[config.mk]
export PLATFORM = sky130hd
export DESIGN_NAME = mem_port_arbiter
export DESIGN_NICKNAME = d
export VERILOG_FILES = /design/src/rtl/mem_port_arbiter.sv
export SDC_FILE = /design/constraint.sdc
export NUM_CORES = 1
export LEC_CHECK = 0
export ABC_AREA = 1
export BUFFER_PORTS_ARGS = -buffer_cell sky130_fd_sc_hd__clkbuf_2
export CORE_MARGIN = 2
export CORE_UTILIZATION = 25
export DETAILED_ROUTE_END_ITERATION = 8
export PLACE_DENSITY = 0.52
export SLEW_MARGIN = 5
export SYNTH_ARGS = -nofsm -noshare
export SYNTH_HDL_FRONTEND = slang
export SYNTH_SLANG_ARGS = --single-unit
[constraint.sdc]
create_clock -name clk -period 2.9 [get_ports clk]
set_input_delay 0.58 -clock clk [delete_from_list [all_inputs] [get_ports clk]]
set_output_delay 0.58 -clock clk [all_outputs]
set_load 0.01 [all_outputs]
[src/rtl/mem_port_arbiter.sv]
// mem_port_arbiter: round-robin arbiter sharing one memory port between instruction fetch and data access
// Ports: clk, rst (sync, active-high)
//        fetch side f_req/f_addr -> f_ack; data side d_req/d_we/d_addr/d_wdata -> d_ack
//        rdata: read data of last completed transfer
//        memory side mem_req/mem_we/mem_addr/mem_wdata -> mem_ack/mem_rdata
//        status: grant (01 fetch, 10 data), busy, sticky timeout_err
module mem_port_arbiter #(
    parameter int AW      = 8,
    parameter int DW      = 16,
    parameter int TIMEOUT = 64,
    parameter int TW      = $clog2(TIMEOUT + 1)
) (
    input  logic          clk,
    input  logic          rst,
    input  logic          f_req,
    input  logic [AW-1:0] f_addr,
    output logic          f_ack,
    input  logic          d_req,
    input  logic          d_we,
    input  logic [AW-1:0] d_addr,
    input  logic [DW-1:0] d_wdata,
    output logic          d_ack,
    output logic [DW-1:0] rdata,
    output logic          mem_req,
    output logic          mem_we,
    output logic [AW-1:0] mem_addr,
    output logic [DW-1:0] mem_wdata,
    input  logic          mem_ack,
    input  logic [DW-1:0] mem_rdata,
    output logic [1:0]    grant,
    output logic          busy,
    output logic          timeout_err
);
    typedef enum logic [1:0] {IDLE = 2'd0, REQ = 2'd1, ACK = 2'd2} state_t;

    state_t        state_q, state_d;
    logic [1:0]    f_sync_q, d_sync_q, a_sync_q;
    logic [TW-1:0] cnt_q, cnt_d;
    logic [1:0]    grant_q, grant_d;
    logic          last_q, last_d;
    logic          f_ack_q, f_ack_d, d_ack_q, d_ack_d;
    logic [DW-1:0] rdata_q, rdata_d;
    logic          mem_req_q, mem_req_d, mem_we_q, mem_we_d;
    logic [AW-1:0] mem_addr_q, mem_addr_d;
    logic [DW-1:0] mem_wdata_q, mem_wdata_d;
    logic          terr_q, terr_d;
    logic          s_f_req, s_d_req, s_mem_ack, pick_d, owner_req;

    assign s_f_req   = f_sync_q[1];
    assign s_d_req   = d_sync_q[1];
    assign s_mem_ack = a_sync_q[1];
    // last_q = 1 means data owned the port last; data wins a tie only when fetch went last
    assign pick_d    = s_d_req && (!s_f_req || !last_q);
    assign owner_req = grant_q[1] ? s_d_req : s_f_req;

    always_comb begin
        state_d     = state_q;
        cnt_d       = cnt_q;
        grant_d     = grant_q;
        last_d      = last_q;
        f_ack_d     = f_ack_q;
        d_ack_d     = d_ack_q;
        rdata_d     = rdata_q;
        mem_req_d   = mem_req_q;
        mem_we_d    = mem_we_q;
        mem_addr_d  = mem_addr_q;
        mem_wdata_d = mem_wdata_q;
        terr_d      = terr_q;
        case (state_q)
            IDLE: if (s_f_req || s_d_req) begin
                grant_d     = pick_d ? 2'b10 : 2'b01;
                mem_addr_d  = pick_d ? d_addr : f_addr;
                mem_we_d    = pick_d & d_we;
                mem_wdata_d = pick_d ? d_wdata : mem_wdata_q;
                mem_req_d   = 1'b1;
                cnt_d       = '0;
                state_d     = REQ;
            end
            REQ: begin
                cnt_d = cnt_q + TW'(1);
                if (s_mem_ack || cnt_q == TW'(TIMEOUT - 1)) begin
                    // a timeout completes the handshake with zero data so the requester never hangs
                    terr_d    = terr_q | !s_mem_ack;
                    rdata_d   = s_mem_ack ? mem_rdata : '0;
                    mem_req_d = 1'b0;
                    f_ack_d   = grant_q[0];
                    d_ack_d   = grant_q[1];
                    state_d   = ACK;
                end
            end
            ACK: if (!owner_req && !s_mem_ack) begin
                f_ack_d = 1'b0;
                d_ack_d = 1'b0;
                grant_d = 2'b00;
                last_d  = grant_q[1];
                state_d = IDLE;
            end
            default: begin
                mem_req_d = 1'b0;
                f_ack_d   = 1'b0;
                d_ack_d   = 1'b0;
                grant_d   = 2'b00;
                state_d   = IDLE;
            end
        endcase
    end

    always_ff @(posedge clk) begin
        if (rst) begin
            state_q     <= IDLE;
            f_sync_q    <= '0;
            d_sync_q    <= '0;
            a_sync_q    <= '0;
            cnt_q       <= '0;
            grant_q     <= '0;
            last_q      <= 1'b1;
            f_ack_q     <= 1'b0;
            d_ack_q     <= 1'b0;
            rdata_q     <= '0;
            mem_req_q   <= 1'b0;
            mem_we_q    <= 1'b0;
            mem_addr_q  <= '0;
            mem_wdata_q <= '0;
            terr_q      <= 1'b0;
        end else begin
            state_q     <= state_d;
            f_sync_q    <= {f_sync_q[0], f_req};
            d_sync_q    <= {d_sync_q[0], d_req};
            a_sync_q    <= {a_sync_q[0], mem_ack};
            cnt_q       <= cnt_d;
            grant_q     <= grant_d;
            last_q      <= last_d;
            f_ack_q     <= f_ack_d;
            d_ack_q     <= d_ack_d;
            rdata_q     <= rdata_d;
            mem_req_q   <= mem_req_d;
            mem_we_q    <= mem_we_d;
            mem_addr_q  <= mem_addr_d;
            mem_wdata_q <= mem_wdata_d;
            terr_q      <= terr_d;
        end
    end

    assign f_ack       = f_ack_q;
    assign d_ack       = d_ack_q;
    assign rdata       = rdata_q;
    assign mem_req     = mem_req_q;
    assign mem_we      = mem_we_q;
    assign mem_addr    = mem_addr_q;
    assign mem_wdata   = mem_wdata_q;
    assign grant       = grant_q;
    assign busy        = state_q != IDLE;
    assign timeout_err = terr_q;
endmodule

==> impl_results.md, run 1 <==
* Run status: finished clean
* RSZ-0062 raised after global routing: no
* Seq/Total Area, Yosys at 0.519
* Area of the core at 0.00933 mm²
* Minimum clock period at 1.75 ns
* Post-synth cell types at 25
* WP data required at 2.32 ns
* Delay of the slowest cell on the worst path at 0.45 ns
* Worst path bufs/invs at 2
* Placed cell area at 0.00304 mm²
* First-pass DRT Iterations at 4
* Post-Synth Adder-Cell Area at 0.00515
* Worst slew margin at 0.435
* CTS tree: yes
* Vias in the first global route at 2072
* Post-route ant nets at 0
* Critical path's slowest cell: dfxtp_1
* Max Slew Vio Count at 0
* Num CTS Buffers at 9
* F_max at 570 MHz
* Share of cells above drive strength 1 at 0.297
* DPL Wire Length at ~4400 µm
* Vias per cell at 4.17
* Final TNS setup at 0 ns
* Initial Util at 0.260
* Final Net Count at 477
* Total grt overflow at 0
* #FFs+latches synth at 63
* Worst Path Arrival at 1.17 ns
* Worst r2r src: d_sync_q[1]
* Die area at 0.0105 mm²
* Max IR drop VDD at 0.000242 V
* CTS sink cnt at 63
* Post-Synthesis Cell Area at 0.00243 mm²
* CTS clk-pin slew, worst paths at 0.07 ns
* Final hold vios at 0
* CP top delay family: flip-flops
* Hold crit path type: register to register
* RePlAce Congestion at 0.747
* Initial antenna violation count at 0
* Rows at 35
* Max cap viols at 0
* Layout Skew at 0.00968 ns
* Largest net degree at the start of global routing at 33
* Post-CTS sizing at 0
* Pwr/cell area at 560 mW/mm²
* Critical path origin: state_q[0]
* CTS root buf: clkbuf_8
* Post-CTS Repair Setup Buffers at 0
* Multiplexer share of the synthesized area at 0
* Synth Area in Compound Gates at 0.161
* DR iter-0 viols at 87
* Clock tree buffer depth at 2
* Largest family of logic cells by synthesized area: simple AND/OR/NAND/NOR gates
* Setup violations, final at 0
* Syn nets at roughly 380
* Post-Synth XOR/XNOR Area at 0
* Num ports at about 100
* Total Routed Length at slightly above 6000 µm
* Post-Synth Simple-Gate Area at 0.244
* Chip width at 103 µm
* Worst setup SP type: register
* Remaining DRCs at 0
* Htree depth at 3
* Final Cell Area at ~0.0032 mm²
* Crit end category: output pin
* Crit-path cells: inv_1, nand2_2, clkbuf_2
* ANT cells at 0
* Global-route wire length before repair at 9840 µm
* Worst Tran Pin Value at 0.846 ns
* Worst-Skew Late Latency at 0.34 ns
* DR vias at 2321
* Filler Cells Inserted at 1016
* Post-Syn Instances at 321
* Post-DR wirelength/cell at 11.2 µm
* Area grow syn2layout at 32.2%
* Die Y at about 100 µm
* Port bufs at 101
* Leak pwr at 1.53 nW
* Min-delay src: d_sync_q[0]
* CTS Hold Bufs at 0
* YS warnings at 0
* Synthesized area per cell at 7.57 µm²
* Critical path type: register to output pin
* All-layer global routing usage at 0.122
* CP max FO at 5
* Final Cycle Share at 0.605
per-stage QoR:
stage / setup slack, ns / hold slack (ns) / cells / total power, mW / util
finish: 1.15 / 0.408 / 556 / 1.80 / 0.344
global route: 1.02 / 0.411 / 556 / 1.90 / 0.344
CTS: 1.10 / 0.395 / 556 / 1.85 / 0.344
detailed placement: 1.10 / 0.400 / 540 / 1.15 / 0.326
global placement: 1.12 / 0.397 / 540 / 1.14 / 0.326
floorplan: 1.56 / 0.388 / 321 / 1.05 / -
worst reg2reg max path: stages, from the launching register on:
cell and delay [ns]:
dfxtp_1 0.39, nand2_1 0.31, nor2_4 0.42, inv_2 0.22, nor2_1 0.15, nor2_1 0.06
layout by cell type, fill, tap and decap left out:
cell | netlist | layout
clkbuf_2 | 1 | 101
nand2_1 | 81 | 81
dfxtp_1 | 63 | 63
nor2_1 | 50 | 50
o21ai_0 | 30 | 30
a21oi_1 | 29 | 29
inv_1 | 23 | 23
clkbuf_8 | 0 | 10
a31oi_1 | 9 | 9
nand3_1 | 7 | 7
nand4_1 | 4 | 4
inv_2 | 2 | 2
nand2_4 | 2 | 2
inv_4 | 2 | 2
clkinv_2 | 0 | 2
clkinvlp_4 | 0 | 2
nand2_2 | 1 | 1
o211ai_1 | 1 | 1
o21ai_2 | 1 | 1
a21oi_4 | 1 | 1
nor2_4 | 1 | 1
o21a_1 | 1 | 1
ha_1 | 1 | 1
clkbuf_1 | 5 | 1
clkinv_4 | 0 | 1
buf_4 | 3 | 1
cells in the mapped netlist:
cell type | n | share of area
a21oi_1 | 29 | 0.060
buf_6 | 1 | 0.0046
ha_1 | 1 | 0.0051
nor2_1 | 50 | 0.077
clkbuf_2 | 1 | 0.0021
buf_1 | 1 | 0.0015
o211ai_1 | 1 | 0.0031
a31oi_1 | 9 | 0.023
buf_4 | 3 | 0.0093
o21a_1 | 1 | 0.0031
buf_2 | 1 | 0.0021
clkbuf_1 | 5 | 0.0077
nor2_4 | 1 | 0.0046
inv_2 | 2 | 0.0031
a21oi_4 | 1 | 0.0067
o21ai_2 | 1 | 0.0036
dfxtp_1 | 63 | 0.52
inv_1 | 23 | 0.036
nand2_2 | 1 | 0.0026
inv_4 | 2 | 0.0051
nand2_4 | 2 | 0.0093
nand3_1 | 7 | 0.014
nand4_1 | 4 | 0.010
nand2_1 | 81 | 0.13
o21ai_0 | 30 | 0.062
power breakdown:
part	total [mW]	internal, mW	switching, mW
Sequential	0.926	0.903	0.0236
Clock	0.677	0.332	0.346
Combinational	0.196	0.0810	0.115
Total	1.80	1.32	0.485
layout make-up:
type,instances,area (µm²),area share
Multi-Input combinational cell,219,996,0.310
Tap cell,129,161,0.0502
Sequential cell,63,1260,0.393
Timing Repair Buffer,102,513,0.160
Clock buffer,11,141,0.0440
Clock inverter,5,33.8,0.0105
Inverter,27,106,0.0331
sequential cells by signal (all words and copies together), names as in the netlist:
signal / flops
mem_we: 1
timeout_err: 1
mem_wdata: 16
last_q: 1
mem_req: 1
rdata: 16
d_ack: 1
state_q: 2
cnt_q: 7
f_sync_q: 2
f_ack: 1
mem_addr: 8
d_sync_q: 2
a_sync_q: 2
grant: 2
kinds of logic (layout without fill, tap and decap cells):
group,after synthesis,count (layout)
compound gates,72,72
simple gates,146,146
fa+ha+maj,1,1
flops,63,63
buf+inv,39,145
routing by layer:
layer | vias up | track usage | routed length, µm
met2 | 51 | 0.187 | 2910
li1 | 1240 | - | -
met5 | - | 0 | 0
met4 | 0 | 0.0492 | 102
met3 | 8 | 0.0420 | 352
met1 | 1022 | 0.157 | 2840
path summary, 6_finish.rpt:
kind	slack [ns]	depth (start not counted)	endpoint
hold reg to reg	0.41	2	d_sync_q[1]
hold / removal	0.41	2	d_sync_q[1]
setup reg to reg	1.24	5	mem_wdata[4]
setup / recovery	1.15	3	busy
Power figures use the tool's default switching activity.
==> run 2, diff against run 1 <==
PLACE_DENSITY = 0.54   (was 0.52)
clock period = 1.4 ns   (was 2.9 ns; I/O delays follow)
==> impl_results.md, run 2 (synthesis gave the netlist of run 1 again) <==
* Run status: finished clean
* Net Sw Power at 1.03 mW (+110%)
* Critical path type: register to register
* Htree depth at 3 (unchanged)
* Initial Util at 0.260 (unchanged)
* Area of the core at 0.00933 mm² (unchanged)
* All-layer global routing usage at 0.126 (+0.00392)
* Die area at 0.0105 mm² (unchanged)
* Worst Tran Pin Value at 0.351 ns (-0.494 ns)
* CTS clk-pin slew, worst paths at 0.07 ns (about the same)
* Port bufs at 101 (unchanged)
* Vias in the first global route at 2265 (+9.3%)
* Post-route ant nets at 0 (unchanged)
* Leak pwr at 1.64 nW (+7.3%)
* CTS tree: yes
* Pwr/cell area at 1260 mW/mm² (+120%)
* Flop pwr share at 0.443 (-0.072)
* Met1 Usage GRT at 0.151 (-0.00550)
* Num ports at 102 (unchanged)
* F_max at 753 MHz
* Total grt overflow at 0 (unchanged)
* Max Slew Vio Count at 0 (unchanged)
* Die Y at 103 µm (unchanged)
* Crit end category: register
* DPL Wire Length at 4650 µm (+6.0%)
* Initial antenna violation count at 0 (unchanged)
* Total Routed Length at 6620 µm (+6.7%)
* CTS root buf: clkbuf_8
* DR iter-0 viols at 53 (-39%)
* Remaining DRCs at 0 (unchanged)
* Clk pwr share at 0.451 (+0.075)
* Most frequent cells in the layout: clkbuf_2 (101), nand2_1 (80), dfxtp_1 (61)
* RePlAce Congestion at 0.800 (+7.1%)
* RSZ-0062 raised after global routing: yes
* WP data required at 1.61 ns (-0.71 ns)
* Final TNS setup at 0 ns (unchanged)
* CP max FO at 17 (+12)
* Core Util, Final at 0.369 (+0.0245)
* Sw frac at 0.238 (-0.0311)
* Worst Path Arrival at 1.54 ns (+0.37 ns)
* Share of cells above drive strength 1 at 0.336 (+0.0389)
* Cell internal pwr at 3.30 mW (+150%)
* Num CTS Buffers at 9 (unchanged)
* Setup violations, final at 0 (unchanged)
* Vias per cell at 4.27 (+2.2%)
* Minimum clock period at 1.33 ns
* Final hold vios at 0 (unchanged)
* Worst-Skew Late Latency at 0.34 ns (about the same)
* Worst slew margin at 0.766 (+0.330)
* R2r setup slk at 0.07 ns (-1.17 ns)
* Hold crit path type: input pin to register
* Worst setup SP type: register
* Max IR drop VDD at 0.000408 V (+68%)
* CTS sink cnt at 63 (unchanged)
* Clock tree buffer depth at 2 (unchanged)
* GR peak layer: met2
* Met2 layer usage reported by global route at 0.204 (+0.0171)
* Comb pwr share at 0.106 (-0.003)
* Chip width at 103 µm (unchanged)
* Commonest non-fill, non-tap cell in the layout: clkbuf_2
* Post-DR wirelength/cell at 11.6 µm (+4.2%)
* Rows at 35 (unchanged)
* First-pass DRT Iterations at 4 (unchanged)
* Final Cycle Share at 0.948
* Largest net degree at the start of global routing at 32 (-3.0%)
* Grt met3 use at 0.0359 (-0.00610)
* Area grow syn2layout at 41.7%
* Layout Skew at 0.0108 ns (+0.00110 ns)
* ANT cells at 0 (unchanged)
* Global-route wire length before repair at 10200 µm (+3.8%)
* Max cap viols at 0 (unchanged)
* Final Net Count at 490 (+2.7%)
* DR vias at 2427 (+4.6%)
## run 2: timing repair
action	CTS	global route
pin swaps	1	2
setup endpoints to repair	18	20
buffers inserted	1	1
cloned	0	0
hold buffers	0	0
gates resized for setup	2	10
## run 2: through the flow
stage          cells  hold WS, ns  power (mW)  worst slack, ns  instance area, µm²
3_5_place_dp     551        0.393        2.41          -0.0666                3130
3_3_place_gp     551        0.392        2.40          -0.0401                3130
2_1_floorplan    321        0.387        2.18           0.0646                2430
6_report         569        0.123        4.33           0.0721                3440
5_1_grt          569        0.118        4.52         -0.00985                3440
4_1_cts          568        0.109        4.38           0.0123                3400
## run 2: path summary, 6_finish.rpt
path,cells past startpoint,start,to
worst max register to register,7,cnt_q[0],rdata[2]
worst min register to register,2,a_sync_q[0],a_sync_q[1]
worst max-delay path,7,cnt_q[0],rdata[2]
worst min-delay path,3,f_req,f_sync_q[0]
## run 2: power by group through the flow
stage | clock [mW] | sequential, mW | combinational [mW]
after floorplan | 0 | 1.98 | 0.201
after global placement | 0 | 1.95 | 0.446
after detailed placement | 0 | 1.96 | 0.450
after CTS | 2.01 | 1.92 | 0.456
after global routing | 2.08 | 1.93 | 0.517
final | 1.95 | 1.92 | 0.456
## run 2: cell type report
type | count | area (µm²)
clock inverter | 6 | 108
fill | 1014 | 5890
tap | 129 | 161
timing repair buffer | 115 | 639
inverter | 27 | 106
sequential | 63 | 1270
multi-input combinational | 219 | 1020
clock buffer | 10 | 138
## run 2: routing by layer
layer	wire, µm	part of all wire
met4	138	0.021
met1	2920	0.44
met3	351	0.053
met2	3210	0.48
met5	0	0
## run 2: worst max-delay path, cell delays in order (launching register included)
cell	delay, ns
dfxtp_1	0.35
ha_2	0.20
nand3_2	0.12
nor2_4	0.18
a21oi_4	0.08
buf_12	0.15
nand2_1	0.06
a21oi_1	0.05
